## config.mk

```make
export PLATFORM = sky130hd
export DESIGN_NAME = clk_step_ctrl_flat
export DESIGN_NICKNAME = d
export VERILOG_FILES = /design/src/rtl/clk_step_ctrl_if.sv /design/src/rtl/clk_step_ctrl.sv /design/src/flat_wrapper.sv
export SDC_FILE = /design/constraint.sdc
export NUM_CORES = 1
export LEC_CHECK = 0
export ABC_AREA = 1
export BUFFER_PORTS_ARGS = -buffer_cell sky130_fd_sc_hd__buf_4
export CAP_MARGIN = 0
export CORE_MARGIN = 2
export CORE_UTILIZATION = 46
export CTS_CLUSTER_DIAMETER = 100
export DETAILED_ROUTE_END_ITERATION = 10
export HOLD_SLACK_MARGIN = 0.02
export MAX_ROUTING_LAYER = met4
export PLACE_DENSITY = 0.64
export SLEW_MARGIN = 20
export SYNTH_ARGS = -nofsm -noshare
export SYNTH_HDL_FRONTEND = slang
export SYNTH_SLANG_ARGS = --single-unit
```

## constraint.sdc

```tcl
create_clock -name sysclk -period 6.78 [get_ports sysclk]
set_input_delay 1.695 -clock sysclk [delete_from_list [all_inputs] [get_ports sysclk]]
set_output_delay 1.695 -clock sysclk [all_outputs]
set_load 0.005 [all_outputs]
```

## src/rtl/clk_step_ctrl_if.sv

```systemverilog
// clk_step_ctrl_if
//   Bundles the control and status signals of the CPU clocking controller.
//   master : the side that drives mode/button/burst_len/halt_req (board, bench)
//   slave  : the controller itself, which drives cpu_en/busy/step_cnt
// Signals
//   mode      2        00=RUN, 01=STEP, 10=BURST, 11=HALT
//   button    1        raw asynchronous push-button
//   burst_len BURST_W  steps per burst, sampled when a burst starts
//   halt_req  1        synchronous stop request from the CPU
//   cpu_en    1        one-sysclk-wide clock-enable pulse
//   busy      1        high while running or bursting
//   step_cnt  16       number of cpu_en pulses issued (wraps)
interface clk_step_ctrl_if #(
  parameter int BURST_W = 8
);
  logic [1:0]         mode;
  logic               button;
  logic [BURST_W-1:0] burst_len;
  logic               halt_req;
  logic               cpu_en;
  logic               busy;
  logic [15:0]        step_cnt;

  modport master (
    output mode, button, burst_len, halt_req,
    input  cpu_en, busy, step_cnt
  );

  modport slave (
    input  mode, button, burst_len, halt_req,
    output cpu_en, busy, step_cnt
  );
endinterface

```

## src/rtl/clk_step_ctrl.sv

```systemverilog
// clk_step_ctrl
//   CPU clocking controller. Produces a one-sysclk-wide clock-enable (cpu_en)
//   in one of four modes: free-run at a divided rate, single step per
//   debounced button press, N-step burst, or halt. The CPU runs on sysclk
//   and only advances when cpu_en is high. Issued steps are counted.
// Ports
//   sysclk  system clock, all logic on the rising edge
//   rst     asynchronous active-high reset
//   bus     clk_step_ctrl_if.slave (mode, button, burst_len, halt_req in;
//           cpu_en, busy, step_cnt out)
// Parameters
//   DIV        tick period in sysclk cycles for RUN and BURST (>=2)
//   DB_CYCLES  cycles the synchronised button must differ before accepted (>=1)
//   BURST_W    width of burst_len and the remaining-steps counter
module clk_step_ctrl #(
  parameter int DIV       = 50_000_000,
  parameter int DB_CYCLES = 1_000_000,
  parameter int BURST_W   = 8
) (
  input logic          sysclk,
  input logic          rst,
  clk_step_ctrl_if.slave bus
);

  localparam int DIV_W = (DIV > 1) ? $clog2(DIV) : 1;
  localparam int DB_W  = $clog2(DB_CYCLES + 1);

  localparam logic [1:0] MODE_RUN   = 2'b00;
  localparam logic [1:0] MODE_STEP  = 2'b01;
  localparam logic [1:0] MODE_BURST = 2'b10;
  localparam logic [1:0] MODE_HALT  = 2'b11;

  typedef enum logic [1:0] {
    IDLE,
    RUN,
    BURST,
    HALTED
  } state_t;

  state_t             state;
  logic               sync1;
  logic               btn_s;
  logic               db_level;
  logic               db_level_d;
  logic [DB_W-1:0]    db_cnt;
  logic [DIV_W-1:0]   div_cnt;
  logic [1:0]         mode_q;
  logic [BURST_W-1:0] remaining;
  logic               cpu_en_q;
  logic               busy_q;
  logic [15:0]        step_q;

  logic press;
  logic tick;
  logic mode_change;
  logic burst_start;

  assign press       = db_level & ~db_level_d;
  assign tick        = (div_cnt == DIV_W'(DIV - 1));
  assign mode_change = (bus.mode != mode_q);
  assign burst_start = (state == IDLE) && !bus.halt_req && (bus.mode == MODE_BURST) &&
                       press && (bus.burst_len != '0);

  assign bus.cpu_en   = cpu_en_q;
  assign bus.busy     = busy_q;
  assign bus.step_cnt = step_q;

  // Two-flop synchroniser followed by a stability counter. The level only
  // flips after the synchronised button has disagreed with it for DB_CYCLES
  // consecutive cycles; any agreement restarts the count.
  always_ff @(posedge sysclk or posedge rst) begin
    if (rst) begin
      sync1      <= 1'b0;
      btn_s      <= 1'b0;
      db_level   <= 1'b0;
      db_level_d <= 1'b0;
      db_cnt     <= '0;
    end else begin
      sync1      <= bus.button;
      btn_s      <= sync1;
      db_level_d <= db_level;
      if (btn_s != db_level) begin
        if (db_cnt == DB_W'(DB_CYCLES - 1)) begin
          db_level <= btn_s;
          db_cnt   <= '0;
        end else begin
          db_cnt <= db_cnt + DB_W'(1);
        end
      end else begin
        db_cnt <= '0;
      end
    end
  end

  // Tick divider. Restarting it on a mode change or burst start makes the
  // first pulse land a full period later, which keeps cpu_en from ever
  // firing on two consecutive cycles.
  always_ff @(posedge sysclk or posedge rst) begin
    if (rst) begin
      div_cnt <= '0;
      mode_q  <= MODE_RUN;
    end else begin
      mode_q <= bus.mode;
      if (mode_change || burst_start || tick) begin
        div_cnt <= '0;
      end else begin
        div_cnt <= div_cnt + DIV_W'(1);
      end
    end
  end

  // Main controller. halt_req overrides everything so that cpu_en is
  // guaranteed low the cycle after it is raised; step_q advances on the
  // same edge that raises cpu_en so both become visible together.
  always_ff @(posedge sysclk or posedge rst) begin
    if (rst) begin
      state     <= IDLE;
      cpu_en_q  <= 1'b0;
      busy_q    <= 1'b0;
      step_q    <= '0;
      remaining <= '0;
    end else begin
      cpu_en_q <= 1'b0;
      if (bus.halt_req) begin
        state     <= HALTED;
        busy_q    <= 1'b0;
        remaining <= '0;
      end else begin
        case (state)
          IDLE: begin
            case (bus.mode)
              MODE_RUN: begin
                state  <= RUN;
                busy_q <= 1'b1;
              end
              MODE_STEP: begin
                if (press) begin
                  cpu_en_q <= 1'b1;
                  step_q   <= step_q + 16'd1;
                end
              end
              MODE_BURST: begin
                if (burst_start) begin
                  state     <= BURST;
                  busy_q    <= 1'b1;
                  remaining <= bus.burst_len;
                end
              end
              MODE_HALT: begin
                state <= IDLE;
              end
              default: state <= IDLE;
            endcase
          end
          RUN: begin
            if (bus.mode != MODE_RUN) begin
              state  <= IDLE;
              busy_q <= 1'b0;
            end else if (tick) begin
              cpu_en_q <= 1'b1;
              step_q   <= step_q + 16'd1;
            end
          end
          BURST: begin
            if (bus.mode != MODE_BURST) begin
              state     <= IDLE;
              busy_q    <= 1'b0;
              remaining <= '0;
            end else if (tick) begin
              cpu_en_q  <= 1'b1;
              step_q    <= step_q + 16'd1;
              remaining <= remaining - BURST_W'(1);
              if (remaining == BURST_W'(1)) begin
                state  <= IDLE;
                busy_q <= 1'b0;
              end
            end
          end
          HALTED: begin
            if (press) begin
              state <= IDLE;
            end
          end
          default: begin
            state  <= IDLE;
            busy_q <= 1'b0;
          end
        endcase
      end
    end
  end

endmodule
```

## src/flat_wrapper.sv

```systemverilog
// flat-port wrapper written by rule: the top's interface ports become plain ports
module clk_step_ctrl_flat 
#(
  parameter int DIV       = 50_000_000,
  parameter int DB_CYCLES = 1_000_000,
  parameter int BURST_W   = 8
)
  (sysclk, rst, bus_mode, bus_button, bus_burst_len, bus_halt_req, bus_cpu_en, bus_busy, bus_step_cnt);
  clk_step_ctrl_if #(.BURST_W(BURST_W)) bus_i ();
  input logic sysclk;
  input logic rst;
  input wire logic [$bits(bus_i.mode)-1:0] bus_mode;
  input wire logic [$bits(bus_i.button)-1:0] bus_button;
  input wire logic [$bits(bus_i.burst_len)-1:0] bus_burst_len;
  input wire logic [$bits(bus_i.halt_req)-1:0] bus_halt_req;
  output wire logic [$bits(bus_i.cpu_en)-1:0] bus_cpu_en;
  output wire logic [$bits(bus_i.busy)-1:0] bus_busy;
  output wire logic [$bits(bus_i.step_cnt)-1:0] bus_step_cnt;
  assign bus_i.mode = bus_mode;
  assign bus_i.button = bus_button;
  assign bus_i.burst_len = bus_burst_len;
  assign bus_i.halt_req = bus_halt_req;
  assign bus_cpu_en = bus_i.cpu_en;
  assign bus_busy = bus_i.busy;
  assign bus_step_cnt = bus_i.step_cnt;
  clk_step_ctrl #(.DIV(DIV), .DB_CYCLES(DB_CYCLES), .BURST_W(BURST_W)) u_core (.sysclk(sysclk), .rst(rst), .bus(bus_i));
endmodule
```

==> metrics <==
Ys Warns 0; area added between synthesis and finish 12.88%; FF/Latch Area about 2000 um2; TritonCTS clock tree yes; die height roughly 110 um; initial core utilization ~47%; Sw Share between 30% and 40%; number of global-route vias before repair 3918; Routed WL roughly 10 mm; # diodes 0; relative slew slack about 52%; register area share after synthesis about two fifths; total CTS buffers 9; die width about 110 um; pwr dens between 200 and 300 nW/um2; Reg-to-Reg Start u_core.div_cnt[0]; clk slew on worst S/H paths roughly 0.08 ns; IO Pins 32; worst-path cell chain buf_4 -> or2_1 -> a21oi_1 -> o21ai_1 -> a21oi_4 -> nand2_4 -> nand2_1 -> nand2_1; WP buf/inv 1; final setup TNS 0 ns; Tmin final 2.883 ns; Syn Std Cell Area ~4900 um2; unrepaired setup endpoints after global routing no; fin area roughly 5500 um2; Fillers roughly 1000; final core utilization between 50% and 60%; clock power share 31.8%; Worst-Margin Slew approximately 0.7 ns; pins over their slew limit 0; Yosys reg bits 80; largest fanout on the critical path 17; Hold-fix buffers, CTS 0; outcome finished, final reports clean; CP peak stage delay between 0.4 and 0.5 ns; placed inst area around 5200 um2; Worst-Skew Late Latency approximately 0.36 ns; pre-CTS setup slack between 3 and 4 ns; Synth Instances 673; post-DR vias/cell slightly above 5; clk sink count 80; root buf cell clkbuf_8; Routed WL per cell 12.24 um; hpwl dp between 7 and 8 mm; worst setup path class in -> reg; Post-CTS Resized 0; IO Port Bufs 31; post-synth cell types 34; Mean Syn Cell Area 7.247 um2; drt drc 0; Pre-antenna DRT Iters 4; cell-internal power between 0.9 and 1 mW; Setup WS post-layout 3.897 ns; share of layout cells above drive strength 1 under 10%; Tot GR Track Use just over 20%; skew final about 0.0084 ns; Final Net Count between 700 and 800; Critical Path Slowest Stage Cell a21oi_4; Tcrit/Tclk final a little over two fifths; startpoint types input port; Max H-tree Level 3; Hold Crit Class reg -> reg; Post-CTS Setup Repair Bufs 0; Hold Startpoint u_core.sync1; setup violators final 0; post-route ant nets 0; Synth Net Count between 600 and 700; initial antenna violation count 0; Fin Hold WS 0.3895 ns; DP Cell Count 834; largest net degree at the start of global routing 81; first-pass GRT wire length 18.15 mm; Final Hold Viols 0; footprint of the multi-input gates 2522 um2; std cell rows 37; post-route non-filler standard cell count 850; CP required 7.03 ns; maximum VDD drop between 0.2 and 0.25 mV; Max Cap Violations 0; Seq pwr share 38.8%; Worst setup EP type flop; clock buffer depth 2; kind of cell adding the most delay to the critical path simple AND/OR/NAND/NOR gates; Leakage Power 2.555 nW; GRT overflow 0; CP Data Arrival Time 3.13 ns; CP most frequent cell nand2_1; total power 1.483 mW; Setup crit start bus_halt_req; f_max between 300 and 400 MHz; gp weighted congestion about 0.9; sw power about 0.52 mW; DR iter-0 viols 184; die area approximately 11000 um2; Core Region slightly above 10000 um2; Comb pwr share just under 30%; vias about 4300
[worst paths after layout]
check	end	slack, ns	cells past startpoint
hold / removal	u_core.btn_s	0.39	0
hold reg to reg	u_core.btn_s	0.39	0
setup reg to reg	u_core.div_cnt[22]	4.68	8
min in group asynchronous	u_core.db_cnt[4]	1.51	3
max in group asynchronous	u_core.div_cnt[12]	4.77	3
setup / recovery	u_core.bus.step_cnt[6]	3.90	8
[logic make-up (layout without fill, tap and decap cells)]
| kind of cell | Yosys count | in the layout | synth area share, % |
|---|---|---|---|
| simple gates | 429 | 429 | 38.28 |
| buf+inv | 86 | 127 | 7.235 |
| flops | 80 | 80 | 41.05 |
| xor+xnor | 42 | 42 | 7.542 |
| compound gates | 25 | 25 | 3.078 |
| fa+ha+maj | 11 | 11 | 2.822 |
[layer usage]
layer  track usage [%]  vias up  wire [um]
li1                  -     2181          -
met1             27.19     2000       4950
met2             30.89       80       4867
met3             3.222       12        414
met4             8.256        0        172
met5                 -        -          0
[layout make-up]
cell class | count | share of cell area [%]
multi-input combinational | 507 | 45.82
timing repair buffer | 32 | 4.432
sequential | 80 | 36.36
clock buffer | 11 | 2.568
tap | 136 | 3.091
clock inverter | 5 | 2.318
inverter | 79 | 5.409
[cell usage in the layout, fill, tap and decap left out, types with 2 or more instances in the layout]
cell type	n
xnor2_1	17
a21o_1	2
bufinv_16	4
a21oi_1	11
nand2_1	183
nor2_4	3
nor2_2	4
o21ai_0	7
nand2_4	2
nand2_2	4
nand3_1	62
clkbuf_8	10
nand4_1	20
clkinv_1	2
inv_1	74
nor3b_1	2
nor2_1	125
xor2_1	25
nor3_1	17
buf_4	31
dfrtp_1	80
inv_2	2
ha_1	11
nand3b_1	2
[cells in the mapped netlist]
cell type | n | area share [%]
nand3_2 | 1 | 0.21
and2_0 | 1 | 0.13
nand3_1 | 62 | 6.4
nor2_4 | 3 | 0.69
a22oi_1 | 1 | 0.15
a21oi_4 | 1 | 0.33
nand2_8 | 1 | 0.41
dfrtp_1 | 80 | 41
xnor2_1 | 17 | 3.1
ha_1 | 11 | 2.8
nor3_1 | 17 | 1.7
buf_2 | 3 | 0.31
nand2_2 | 4 | 0.51
buf_4 | 1 | 0.15
o21ai_0 | 7 | 0.72
a21o_1 | 2 | 0.31
o21ai_1 | 1 | 0.10
a21oi_2 | 1 | 0.18
or2_1 | 1 | 0.13
a21oi_1 | 11 | 1.1
buf_6 | 3 | 0.69
inv_2 | 2 | 0.15
xor2_1 | 25 | 4.5
inv_1 | 75 | 5.8
nand2_1 | 183 | 14
nor2_2 | 4 | 0.51
nand3b_2 | 1 | 0.23
nor2_1 | 125 | 9.6
nand3b_1 | 2 | 0.31
nand4_1 | 20 | 2.6
o21bai_1 | 1 | 0.15
clkinv_1 | 2 | 0.15
nand2_4 | 2 | 0.46
nor3b_1 | 2 | 0.31
[power by group through the flow]
| stage | sequential, mW | clock (mW) | combinational, mW |
|---|---|---|---|
| 4_1_cts | 0.575 | 0.482 | 0.436 |
| 6_report | 0.576 | 0.471 | 0.436 |
| 3_5_place_dp | 0.584 | 0 | 0.434 |
| 2_1_floorplan | 0.574 | 0 | 0.344 |
| 3_3_place_gp | 0.583 | 0 | 0.422 |
| 5_1_grt | 0.586 | 0.505 | 0.498 |
[sequential cells by signal, indices dropped and copies added (netlist names), 2 cells and up]
name / cells
u_core.bus.step_cnt: 16
u_core.db_cnt: 20
u_core.div_cnt: 26
u_core.mode_q: 2
u_core.remaining: 8
u_core.state: 2
(Power assumes the default switching activity.)
